### src/rtl/branch_resolution_unit.sv
// Branch resolution: turns the ID-stage taken/not-taken decision into SPARC delay-slot
// control (nPC redirect, delay-slot annul, DCTI-couple flag). Optional macro: BRANCH_STATS_EN.
module branch_resolution_unit #(
    parameter int ADDR_WIDTH = 32,
    parameter int CNT_WIDTH  = 16
) (
    input  logic                  clk,
    input  logic                  reset,
    input  logic                  stall,
    input  logic                  ID_branch_instr,
    input  logic [3:0]            cond,
    input  logic                  annul_bit,
    input  logic                  branch_out,
    input  logic [ADDR_WIDTH-1:0] branch_target,
    output logic                  npc_sel,
    output logic [ADDR_WIDTH-1:0] npc_target,
    output logic                  squash_ds,
    output logic                  dcti_couple
`ifdef BRANCH_STATS_EN
    ,
    output logic [CNT_WIDTH-1:0]  taken_count,
    output logic [CNT_WIDTH-1:0]  not_taken_count
`endif
);

    if (ADDR_WIDTH < 1 || CNT_WIDTH < 1) begin : g_param_check
        $error("branch_resolution_unit: widths must be positive");
    end

    typedef enum logic {
        IDLE  = 1'b0,
        DSLOT = 1'b1
    } state_t;

    localparam logic [3:0] COND_BN = 4'b0000;
    localparam logic [3:0] COND_BA = 4'b1000;

    state_t                state_q, state_d;
    logic                  npc_sel_q, npc_sel_d;
    logic [ADDR_WIDTH-1:0] target_q, target_d;
    logic                  squash_q, squash_d;
    logic                  dcti_q, dcti_d;
    logic                  taken_w;
    logic                  squash_w;

    // bn never redirects; a taken branch only annuls its slot when it is ba,a.
    always_comb begin
        taken_w  = branch_out & (cond != COND_BN);
        squash_w = taken_w ? ((cond == COND_BA) & annul_bit) : annul_bit;
    end

    always_comb begin
        state_d   = state_q;
        npc_sel_d = npc_sel_q;
        target_d  = target_q;
        squash_d  = squash_q;
        dcti_d    = 1'b0;
        unique case (state_q)
            IDLE: begin
                if (!stall && ID_branch_instr) begin
                    state_d   = DSLOT;
                    npc_sel_d = taken_w;
                    target_d  = branch_target;
                    squash_d  = squash_w;
                end
            end
            DSLOT: begin
                if (stall) begin
                    dcti_d = dcti_q;
                end else begin
                    // A branch in the delay slot is a DCTI couple unless that slot is annulled.
                    state_d   = IDLE;
                    npc_sel_d = 1'b0;
                    squash_d  = 1'b0;
                    dcti_d    = ID_branch_instr & ~squash_q;
                end
            end
            default: begin
                state_d   = IDLE;
                npc_sel_d = 1'b0;
                squash_d  = 1'b0;
            end
        endcase
    end

    always_ff @(posedge clk) begin
        if (reset) begin
            state_q   <= IDLE;
            npc_sel_q <= 1'b0;
            target_q  <= '0;
            squash_q  <= 1'b0;
            dcti_q    <= 1'b0;
        end else begin
            state_q   <= state_d;
            npc_sel_q <= npc_sel_d;
            target_q  <= target_d;
            squash_q  <= squash_d;
            dcti_q    <= dcti_d;
        end
    end

    assign npc_sel     = npc_sel_q;
    assign npc_target  = target_q;
    assign squash_ds   = squash_q;
    assign dcti_couple = dcti_q;

`ifdef BRANCH_STATS_EN
    logic [CNT_WIDTH-1:0] taken_cnt_q, taken_cnt_d;
    logic [CNT_WIDTH-1:0] nt_cnt_q, nt_cnt_d;
    logic                 capture_w;

    function automatic logic [CNT_WIDTH-1:0] sat_inc(input logic [CNT_WIDTH-1:0] v);
        return (&v) ? v : v + 1'b1;
    endfunction

    always_comb begin
        capture_w   = (state_q == IDLE) & ~stall & ID_branch_instr;
        taken_cnt_d = taken_cnt_q;
        nt_cnt_d    = nt_cnt_q;
        if (capture_w) begin
            if (taken_w) taken_cnt_d = sat_inc(taken_cnt_q);
            else         nt_cnt_d    = sat_inc(nt_cnt_q);
        end
    end

    always_ff @(posedge clk) begin
        if (reset) begin
            taken_cnt_q <= '0;
            nt_cnt_q    <= '0;
        end else begin
            taken_cnt_q <= taken_cnt_d;
            nt_cnt_q    <= nt_cnt_d;
        end
    end

    assign taken_count     = taken_cnt_q;
    assign not_taken_count = nt_cnt_q;
`endif

endmodule

### config.mk
export PLATFORM = sky130hd
export DESIGN_NAME = branch_resolution_unit
export DESIGN_NICKNAME = d
export VERILOG_FILES = /design/src/rtl/branch_resolution_unit.sv
export SDC_FILE = /design/constraint.sdc
export NUM_CORES = 1
export LEC_CHECK = 0
export ABC_AREA = 0
export ABC_CLOCK_PERIOD_IN_PS = 1600
export CORE_UTILIZATION = 37
export CTS_BUF_LIST = sky130_fd_sc_hd__clkbuf_16
export DETAILED_ROUTE_END_ITERATION = 10
export GPL_TIMING_DRIVEN = 0
export PLACE_DENSITY = 0.89
export SETUP_SLACK_MARGIN = 0.05
export SLEW_MARGIN = 20
export SYNTH_ARGS = -nofsm -noshare
export SYNTH_HDL_FRONTEND = slang
export SYNTH_SLANG_ARGS = --single-unit
### constraint.sdc
create_clock -name clk -period 1.6 [get_ports clk]
set_clock_uncertainty 0.05 [all_clocks]
set_input_delay 0.48 -clock clk [delete_from_list [all_inputs] [get_ports clk]]
set_output_delay 0.48 -clock clk [all_outputs]
set_load 0.02 [all_outputs]
Yosys cells after proc, flatten, opt, wreduce, memory -nomap -nowiden. Cells that the tools add are included.

Input bits: 42. Output and inout port bits: 35. Flip-flop bits (word level): 36.

Reductions and logical operators: 6. Bitwise gates (word level): 5. Multiplexer cells: 9. Equality and inequality tests: 3.

Operators by type and width (count): two-way mux 1 bit (6); case mux 1 bit (2 select lines) (3); equality test 4 bit, second input constant (1); != test 2 bit, second input constant (2); AND reduction 2 bit (2); nonzero test 4 bit (1); AND 1 bit (3); inverter 1 bit (2); OR reduction 2 bit (1); logical AND 1 bit (1); zero test 1 bit (1).

Logic depth before layout (Yosys ltp).
Depth after elaboration: 5. Gate-level depth with buffers: 5. Depth with buffers taken out: 3.

Worst setup path before layout. No wires, ideal clock.

Kind: input to register. Start: input stall. End: register target_q[10] (netlist: npc_target[10]). Setup slack: 0.178 ns. Library setup time: 0.132 ns. Stages: 5. Arrival time: 1.240 ns. Path through: or3b_1 buf_2 buf_6 nand2_1 a21oi_1.

Cells in the longest elaborated chain, start to end: 3.

Ends and longest elaborated chain: from (decl) (line 9) `input logic stall,`; zero test 1 bit (line 60) `if (!stall && ID_branch_instr) begin`; logical AND 1 bit (line 60); AND reduction 2 bit (no source line); to (signal assigned) (line 96) `target_q <= target_d;`; to (decl) (line 40) `logic [ADDR_WIDTH-1:0] target_q, target_d;`.

Every way passes these cells. A chain may end at the register's enable or synchronous reset.

Final worst setup path.
Start: input cond[0]. End: register npc_sel_q (netlist: npc_sel).

Cells in the longest elaborated chain, start to end: 4.

Ends and longest elaborated chain: from (decl) (line 11) `input logic [3:0] cond,`; nonzero test 4 bit (line 48) `taken_w = branch_out & (cond != COND_BN);`; AND 1 bit (line 48); two-way mux 1 bit (line 60); case mux 1 bit (2 select lines) (line 58) `unique case (state_q)`; to (signal assigned) (line 95) `npc_sel_q <= npc_sel_d;`; to (decl) (line 39) `logic npc_sel_q, npc_sel_d;`.

Every way passes these cells. The select of a mux whose other input is x is not followed.

==> impl_metrics.tcl <==
set metrics [dict create \
    status "finished, final reports clean" \
    power_density_nw_per_um2 989.4 \
    worstSetupStartpointType "input port" \
    cts_buffers 5 \
    synth_cells 157 \
    maxCapViolations 0 \
    fillers 327 \
    coreArea_sq_um 3337 \
    grt_first_pass_wirelength_um 4774 \
    dr.pass1.iters 4 \
    insertion_delay_ns 0.27 \
    via_per_inst 4.647 \
    portBuffers 75 \
    clk_transition_reported_paths_ns 0.05 \
    cts_root_buffer "clkbuf_16" \
    cts_num_sinks 36 \
    crit_path_max_fanout 2 \
    gp_congestion 0.6829 \
    vias 1329 \
    syn-num-nets 199 \
    hp-start "npc_target[13]$_SDFFE_PP0P_" \
    avgRoutedWirePerCell_um 11.23 \
    max_stage_delay_ns 0.51 \
    r2r-start "state_q$_SDFF_PP0_" \
    syn_area_sq_um 1297 \
    die_h_um 61.22 \
    post_cts_buffers 0 \
    hold_violations 0 \
    placementRows 21 \
    ant_nets 0 \
    ys_types 17 \
    grt_use_total 0.1797 \
    slew_headroom 0.6605 \
    hold_path_class "reg2reg" \
    rr_endpoint "npc_target[31]$_SDFFE_PP0P_" \
    peakVddDrop_uv 512.7 \
    antenna_cells 0 \
    tns_ns 0 \
    grt_remaining_overflow 0 \
    p_leak_nw 0.9660 \
    setup_viol 0 \
    period_needed_ns 1.518 \
    cts_tree "done" \
    syn_avg_cell_area_sq_um 8.264 \
    yosysWarnings 0 \
    synthToLayoutAreaGrowth_pct 69.43 \
    ff2ff_setup_slack_ns 0.24 \
    cts_max_level 2 \
    crit_required_ns 1.71 \
    pin_count 77 \
    crit_chain "clkdlybuf4s50_1 -> or4_1 -> a32o_1" \
    worstPathArrival_ns 1.63 \
    grt_setup_unrepaired "true" \
    tightest_slew_ns 0.5093 \
    antenna_found_initial 0 \
    grt_max_degree 12 \
    slew_viol_final 0 \
    path_class "in2reg" \
    drc_errors 0 \
    clk_path_buf_depth 2 \
    dp_hpwl_um 2340 \
    clock.fmax_mhz 658.8 \
    hold_end "npc_target[13]$_SDFFE_PP0P_" \
    drtIter0Drc 56 \
    worst_r2r_path_depth 5 \
    final_util 0.6588 \
    critPathCaptureType "flop" \
    wl_um 3212 \
    fp.dieW_um 61.22 \
    min_period_over_period 0.9487 \
    fin_nets 281 \
    grt_pass1_vias 1141 \
    hold_depth 2 \
    drive_gt1_frac 0.07500 \
    die_area_sq_um 3747 \
    synth_seq_cells 36 \
    crit_slowest_cell "or4_1" \
    start_util 0.3888 \
    ctsHoldBuffers 0 \
    seq_area_frac_synth 0.5554 \
]
[cell usage in the layout (no fill, tap or decap), drive strengths merged]
master,count
nand2,65
clkdlybuf4s50,38
dfxtp,36
dlygate4sd2,36
a21oi,33
clkbuf,11
buf,6
nor2,3
a32o,2
nor3b,2
or3b,1
or4,1
o21ba,1
o31ai,1
a22oi,1
clkinvlp,1
clkinv,1
inv,1
[Yosys cell counts]
library cell	count	area [sq um]
nor2_2	1	6.260
clkbuf_1	4	15.01
a32o_1	2	20.02
a21oi_1	32	160.2
a22oi_1	1	7.510
or4_1	1	7.510
o21ba_2	1	10.01
buf_6	3	33.78
nor2_1	2	7.510
nand2_1	65	244.0
dfxtp_1	36	720.7
buf_2	4	20.02
o31ai_1	1	7.510
nor3b_2	1	12.51
nor3b_1	1	7.510
or3b_1	1	8.760
a21oi_2	1	8.760
[report_power, final]
group | internal, mW | leakage [nW] | switching, mW
Sequential | 0.939 | 0.294 | 0.0188
Clock | 0.564 | 0.0687 | 0.334
Combinational | 0.166 | 0.603 | 0.154
Total | 1.67 | 0.966 | 0.506
[state kept, by name, indices dropped and copies added (netlist names)]
register,flops
dcti_couple,1
npc_sel,1
squash_ds,1
state_q,1
npc_target,32
[through the flow]
step | instances | setup slack [ns] | hold WS, ns | cell area [sq um] | total power, mW
final | 286 | 0.08202 | 0.3984 | 2198 | 2.175
after global routing | 286 | 0.04048 | 0.4178 | 2198 | 2.280
after CTS | 286 | 0.05865 | 0.4004 | 2200 | 2.207
after detailed placement | 278 | -0.4496 | 0.3955 | 2106 | 1.327
after global placement | 278 | -0.4163 | 0.3904 | 2106 | 1.321
after floorplan | 157 | 0.1782 | 0.4467 | 1297 | 1.125
[cell type report]
cell class	count	area (sq um)	share of cell area
Buffer	11	71.32	0.03244
Clock buffer	5	125.1	0.05692
Clock inverter	3	15.01	0.006830
Multi-Input combinational cell	110	508.0	0.2311
Sequential cell	36	720.7	0.3278
Tap cell	46	57.56	0.02618
Timing Repair Buffer	75	700.7	0.3187
[repair_timing]
| item | 4_1_cts | 5_1_grt |
|---|---|---|
| pin swaps | 0 | 2 |
| setup endpoints to repair | 70 | 30 |
| gates resized for setup | 37 | 3 |
[logic make-up after synthesis]
kind of cell,synth area share
DFF,0.5554
and+or+nand+nor,0.2266
AOI/OAI and AO/OA,0.1649
buffers and inverters,0.05303
[worst max-delay path, delay by kind of cell]
kind	cells	cell delay [ns]
AO/OA/AOI/OAI	1	0.22
AND/OR/NAND/NOR	1	0.51
buffers and inverters	1	0.42
[worst max path at each step]
stage	from	to	cells after the start
2_1_floorplan	stall	npc_target[10]$_SDFFE_PP0P_	5
3_3_place_gp	stall	npc_target[8]$_SDFFE_PP0P_	6
3_5_place_dp	stall	npc_target[1]$_SDFFE_PP0P_	6
4_1_cts	cond[1]	npc_sel$_SDFFE_PP0P_	3
5_1_grt	cond[0]	npc_sel$_SDFFE_PP0P_	3
6_report	cond[0]	npc_sel$_SDFFE_PP0P_	3
[metal layers]
layer / vias up / global-route usage / share of wire
li1: 680 / - / -
met1: 593 / 0.1956 / 0.42
met2: 51 / 0.2981 / 0.47
met3: 5 / 0.07143 / 0.084
met4: 0 / 0.1006 / 0.016
met5: - / 0 / 0
Note: power is estimated with default switching activity, not from simulation.
==> RTL change 1 (same settings) <==
Set the parameter `ADDR_WIDTH` to 36 (it was 32).
--- a/src/rtl/branch_resolution_unit.sv
+++ b/src/rtl/branch_resolution_unit.sv
@@ -2,5 +2,5 @@
 // control (nPC redirect, delay-slot annul, DCTI-couple flag). Optional macro: BRANCH_STATS_EN.
 module branch_resolution_unit #(
-    parameter int ADDR_WIDTH = 32,
+    parameter int ADDR_WIDTH = 36,
     parameter int CNT_WIDTH  = 16
 ) (
Ports: changed (resized branch_target and npc_target); port bits go from 77 to 85. No check against the original RTL was run, so the function may have changed too.
==> RTL change 1 against the unedited design <==
  * Power grew 7.7%
  * Worst setup slack gained 0.0071 ns
  * Count of clock-buffer cells in the layout is the same
  * Design area grew 11%
  * Sequential share of layout area grew 0.12 points
  * Die area grew 10%
  * Combinational power grew 13%
  * Area after synthesis grew 11%
  * Sequential cell count grew 4
  * Wire length grew 11%
==> RTL change 1: results (changes against the unedited design) <==
| Metric | Value |
|---|---|
| Outcome | finished clean |
| First-pass GRT wire length | 5880 um (+23%) |
| Fraction of layout instances using a drive strength above 1 | 8.27% (+0.77 points) |
| Clock tree root driver cell | sky130_fd_sc_hd__clkbuf_16 |
| Flip-flop count of the largest register after layout | 36 (+13%) |
| Sum of net half-perimeters after detailed placement | 2630 um (+12%) |
| Count of distinct cell types in the synthesized netlist | 16 (-1) |
| Avg WL per Cell | 11.4 um (+1.2%) |
| Biggest fanout along the worst timing path | 2 (unchanged) |
| Commonest cells post-synth | 73 x sky130_fd_sc_hd__nand2_1, 40 x sky130_fd_sc_hd__dfxtp_1, 37 x sky130_fd_sc_hd__a21oi_1, 4 x sky130_fd_sc_hd__buf_2, 4 x sky130_fd_sc_hd__clkbuf_1 |
| VDD IR-drop max | 0.000585 V (+14%) |
| Iteration count of the initial detailed-routing pass | 4 (unchanged) |
| Cell types occupying the most area after synthesis | sky130_fd_sc_hd__dfxtp_1 56%, sky130_fd_sc_hd__nand2_1 19%, sky130_fd_sc_hd__a21oi_1 13% |
| Number of levels the H-tree was split into | 2 (unchanged) |
| Multiplexer area fraction after synthesis | 0% (unchanged) |
| Yosys warning total | 0 (unchanged) |
| Via count of the first global-routing pass | 1361 (+19%) |
| CP arrival | 1.63 ns (about the same) |
| CTS Buf Count | 5 (unchanged) |
| Xor and xnor fraction of the mapped netlist area | 0% (unchanged) |
| Weighted congestion at the end of routability-driven global placement | 0.677 (-0.94%) |
| Clock insertion delay at the later pin of the skew report | 0.27 ns (about the same) |
| Clock Path Buffers | 2 (unchanged) |
| Leading register cell type out of synthesis | sky130_fd_sc_hd__dfxtp_1 |
| Post-Synth Adder-Cell Area | 0% (unchanged) |
| Clock transition at the registers of the reported paths | 0.05 ns (about the same) |
| Tot GR Track Use | 18.4% (+0.40 points) |
| Global route total overflow | 0 (unchanged) |
| Via-to-Cell Ratio | 4.64 (about the same) |
| Pin count of the biggest net entering global routing | 13 (+1) |
| Synthesized netlist net count | 219 (+10%) |
| Leak | 0.00108 uW (+12%) |
| Share of synthesized flip-flops with an asynchronous set or reset | 0% (unchanged) |
| Number of inserted diodes | 0 (unchanged) |
| Number of antenna violations at the first check in global routing | 0 (unchanged) |
| Slew at the pin with the worst max-slew slack | 0.485 ns (-0.0246 ns) |
| Sequential element share of the synthesized area | 55.8% (+0.25 points) |
| Class of the tightest hold or removal check | reg2reg |
| Area fraction in compound gates after synthesis | 16.0% (-0.45 points) |
| Count of routing violations after the opening detailed-route iteration | 81 (+45%) |
| Quantity of I/O buffers inserted on ports | 84 (+12%) |
| Count of nets after finishing | 311 (+11%) |
[RTL change 1: changes by cell type after synthesis, sizes merged]
cell   unedited run  this run
dfxtp            36        40
nand2            65        73
a21oi            33        37
[RTL change 1: cell type report]
type                            count  area [um2]
Multi-Input combinational cell    122         566
Timing Repair Buffer               85         793
Fill cell                         342        1250
Clock buffer                        5         125
Buffer                             11        75.1
Tap cell                           48        60.1
Clock inverter                      3        13.8
Sequential cell                    40         801
[RTL change 1: report_power, final]
part	internal (uW)	switching, uW	leakage [uW]	total, uW
clock	565	352	0.0000710	917
sequential	1040	21.4	0.000326	1060
combinational	188	173	0.000681	361
total	1800	547	0.00108	2340
[RTL change 1: worst paths after layout]
check | from | endpoint | slack, ns | depth (start not counted)
worst max-delay path | cond[0] | npc_sel | 0.09 | 3
worst min register to register | npc_target[8] | npc_target[8] | 0.40 | 2
worst min-delay path | npc_target[8] | npc_target[8] | 0.40 | 2
worst max register to register | state_q | npc_target[25] | 0.23 | 5
[RTL change 1: layer usage]
layer  GRT usage (%)  vias to the layer above  share of wire (%)
met2            33.3                       52                 49
met5               0                        -                  0
li1                -                      752                  -
met4            5.83                        0                1.1
met1            20.5                      647                 43
met3            5.00                        7                6.5
[RTL change 1: logic make-up (layout without fill, tap and decap cells)]
logic type | count (synthesis) | in the layout
flops | 40 | 40
buf+inv | 11 | 104
simple gates | 80 | 80
compound gates | 42 | 42
[RTL change 1: metrics by stage]
stage               util [%]  area, um2  setup WS [ns]  cells  hold slack, ns
global route            66.0       2430         0.0514    314           0.418
CTS                     66.0       2440         0.0560    314           0.401
floorplan                  -       1440          0.165    173           0.454
global placement        63.3       2340         -0.514    305           0.392
finish                  66.0       2430         0.0891    314           0.398
detailed placement      63.3       2340         -0.534    305           0.396
[RTL change 1: what timing repair did]
item / 4_1_cts / 5_1_grt
endpoints found under the setup margin: 78 / 30
setup buffers: 1 / 0
hold buffers: 0 / 0
endpoints found under the hold margin: 0 / 0
resized for setup: 45 / 5
pin swaps: 1 / 2
[RTL change 1: critical path: stages]
cell,delay (ns)
sky130_fd_sc_hd__clkdlybuf4s50_1,0.42
sky130_fd_sc_hd__or4_1,0.51
sky130_fd_sc_hd__a32o_1,0.22
==> RTL change 2 (same flow settings) <==
Made on the original files. Register the input `branch_target` before use, without a reset. The logic sees it one clock later. The other inputs are not delayed to match.
--- a/src/rtl/branch_resolution_unit.sv
+++ b/src/rtl/branch_resolution_unit.sv
@@ -23,4 +23,10 @@
 `endif
 );
+
+    logic [ADDR_WIDTH-1:0] branch_target_q;
+
+    always_ff @(posedge clk) begin
+        branch_target_q <= branch_target;
+    end
 
     if (ADDR_WIDTH < 1 || CNT_WIDTH < 1) begin : g_param_check
@@ -61,5 +67,5 @@
                     state_d   = DSLOT;
                     npc_sel_d = taken_w;
-                    target_d  = branch_target;
+                    target_d  = branch_target_q;
                     squash_d  = squash_w;
                 end
Check against the original RTL: not equivalent (Yosys sat finds a counterexample within 4 cycles, from zero or initial values and one cycle with reset high).
==> RTL change 2 against the unedited design <==
  * Sequential cell count increased by 32
  * Die area increased by 48%
  * Highest routed layer unchanged
  * Power increased by 92%
  * Critical endpoint is now squash_ds
  * Via count increased by 16%
  * Largest cell class is now sequential cells
  * Utilization decreased by 3.5 points
  * Wire length increased by 30%
  * Design area increased by 38%
  * Critical path type is now reg2out
  * Worst setup slack got worse by 0.0025 ns
  * Sequential share of layout area increased by 12 points
  * Non-clock buffer count unchanged
  * Final cell count increased by 21%
  * Area after synthesis increased by 49%
  * Largest power group is now the clock network
==> RTL change 2: results (changes against the unedited design) <==
| Metric | Value |
|---|---|
| Clk_buf instances | 9 (+4) |
| Clock tree cell share of total cell area | 10.4% (+4.0 points) |
| Count of routing violations after the opening detailed-route iteration | 62 (+11%) |
| Total net switching power | 865 uW (+71%) |
| Outcome | finished clean |
| Cell types occupying the most area after synthesis | sky130_fd_sc_hd__dfxtp_1 70%, sky130_fd_sc_hd__nand2_1 13%, sky130_fd_sc_hd__a21oi_1 8.3% |
| Number of storage elements in the synthesis netlist | 68 (+89%) |
| Count of distinct cell types in the synthesized netlist | 18 (+1) |
| Fill cell instance count of the final layout | 419 (+28%) |
| Global-route met2 utilization | 29.2% (-0.58 points) |
| Commonest cells post-synth | 68 x sky130_fd_sc_hd__dfxtp_1, 65 x sky130_fd_sc_hd__nand2_1, 32 x sky130_fd_sc_hd__a21oi_1, 4 x sky130_fd_sc_hd__buf_2 |
| Critical register-to-register path endpoint | npc_target[26] |
| Sequential element share of the synthesized area | 70.2% (+15 points) |
| Cell with the biggest individual delay on the critical path | sky130_fd_sc_hd__dfxtp_1 |
| Fraction of met1 tracks used by global routing | 18.4% (-1.2 points) |
| Fraction of area in registers | 44.7% (+12 points) |
| Biggest cell category by area in the final layout | sequential cells |
| Leak | 0.00122 uW (+27%) |
| Relative contribution of the clock network to total power | 48.7% (+7.4 points) |
| Share of cell area taken by multi-input logic gates | 16.9% (-6.2 points) |
| Routed WL | 4170 um (+30%) |
| Non-clock buffering overhead | 25.2% (-9.9 points) |
| Capturing instance or port of the critical path | squash_ds |
| Biggest fanout along the worst timing path | 3 (+1) |
| Met1 wire length | 1660 um (+22%) |
| Via count of the first global-routing pass | 1493 (+31%) |
| Via-to-Cell Ratio | 4.44 (-4.4%) |
| Synthesized netlist net count | 231 (+16%) |
| Routed wl met3 | 269 um (-0.37%) |
| Area fraction in compound gates after synthesis | 11.0% (-5.5 points) |
==> RTL change 2: cell types whose count changed in the layout (fill, tap and decap cells not counted), sizes merged <==
cell / change
clkinvlp: +1
inv: -1
clkinv: +2
clkbuf: +10
dlygate4sd2: -28
clkdlybuf4s15: +20
bufinv: +2
dfxtp: +32
buf: +2
==> RTL change 2: stage by stage <==
stage | setup WS (ns) | area, um2 | hold slack, ns | setup TNS, ns | instances
6_report | 0.0795 | 3040 | 0.382 | 0 | 347
2_1_floorplan | 0.178 | 1940 | 0.367 | 0 | 189
3_3_place_gp | -0.422 | 2770 | 0.369 | -13.95 | 331
4_1_cts | 0.0337 | 3050 | 0.384 | 0 | 347
5_1_grt | 0.0302 | 3040 | 0.406 | 0 | 347
3_5_place_dp | -0.446 | 2770 | 0.376 | -14.45 | 331
==> RTL change 2: timing repair <==
item                       CTS  global route
gates resized for setup     40            37
gates cloned                 0             0
hold endpoints to repair     0             0
setup endpoints to repair   68            30
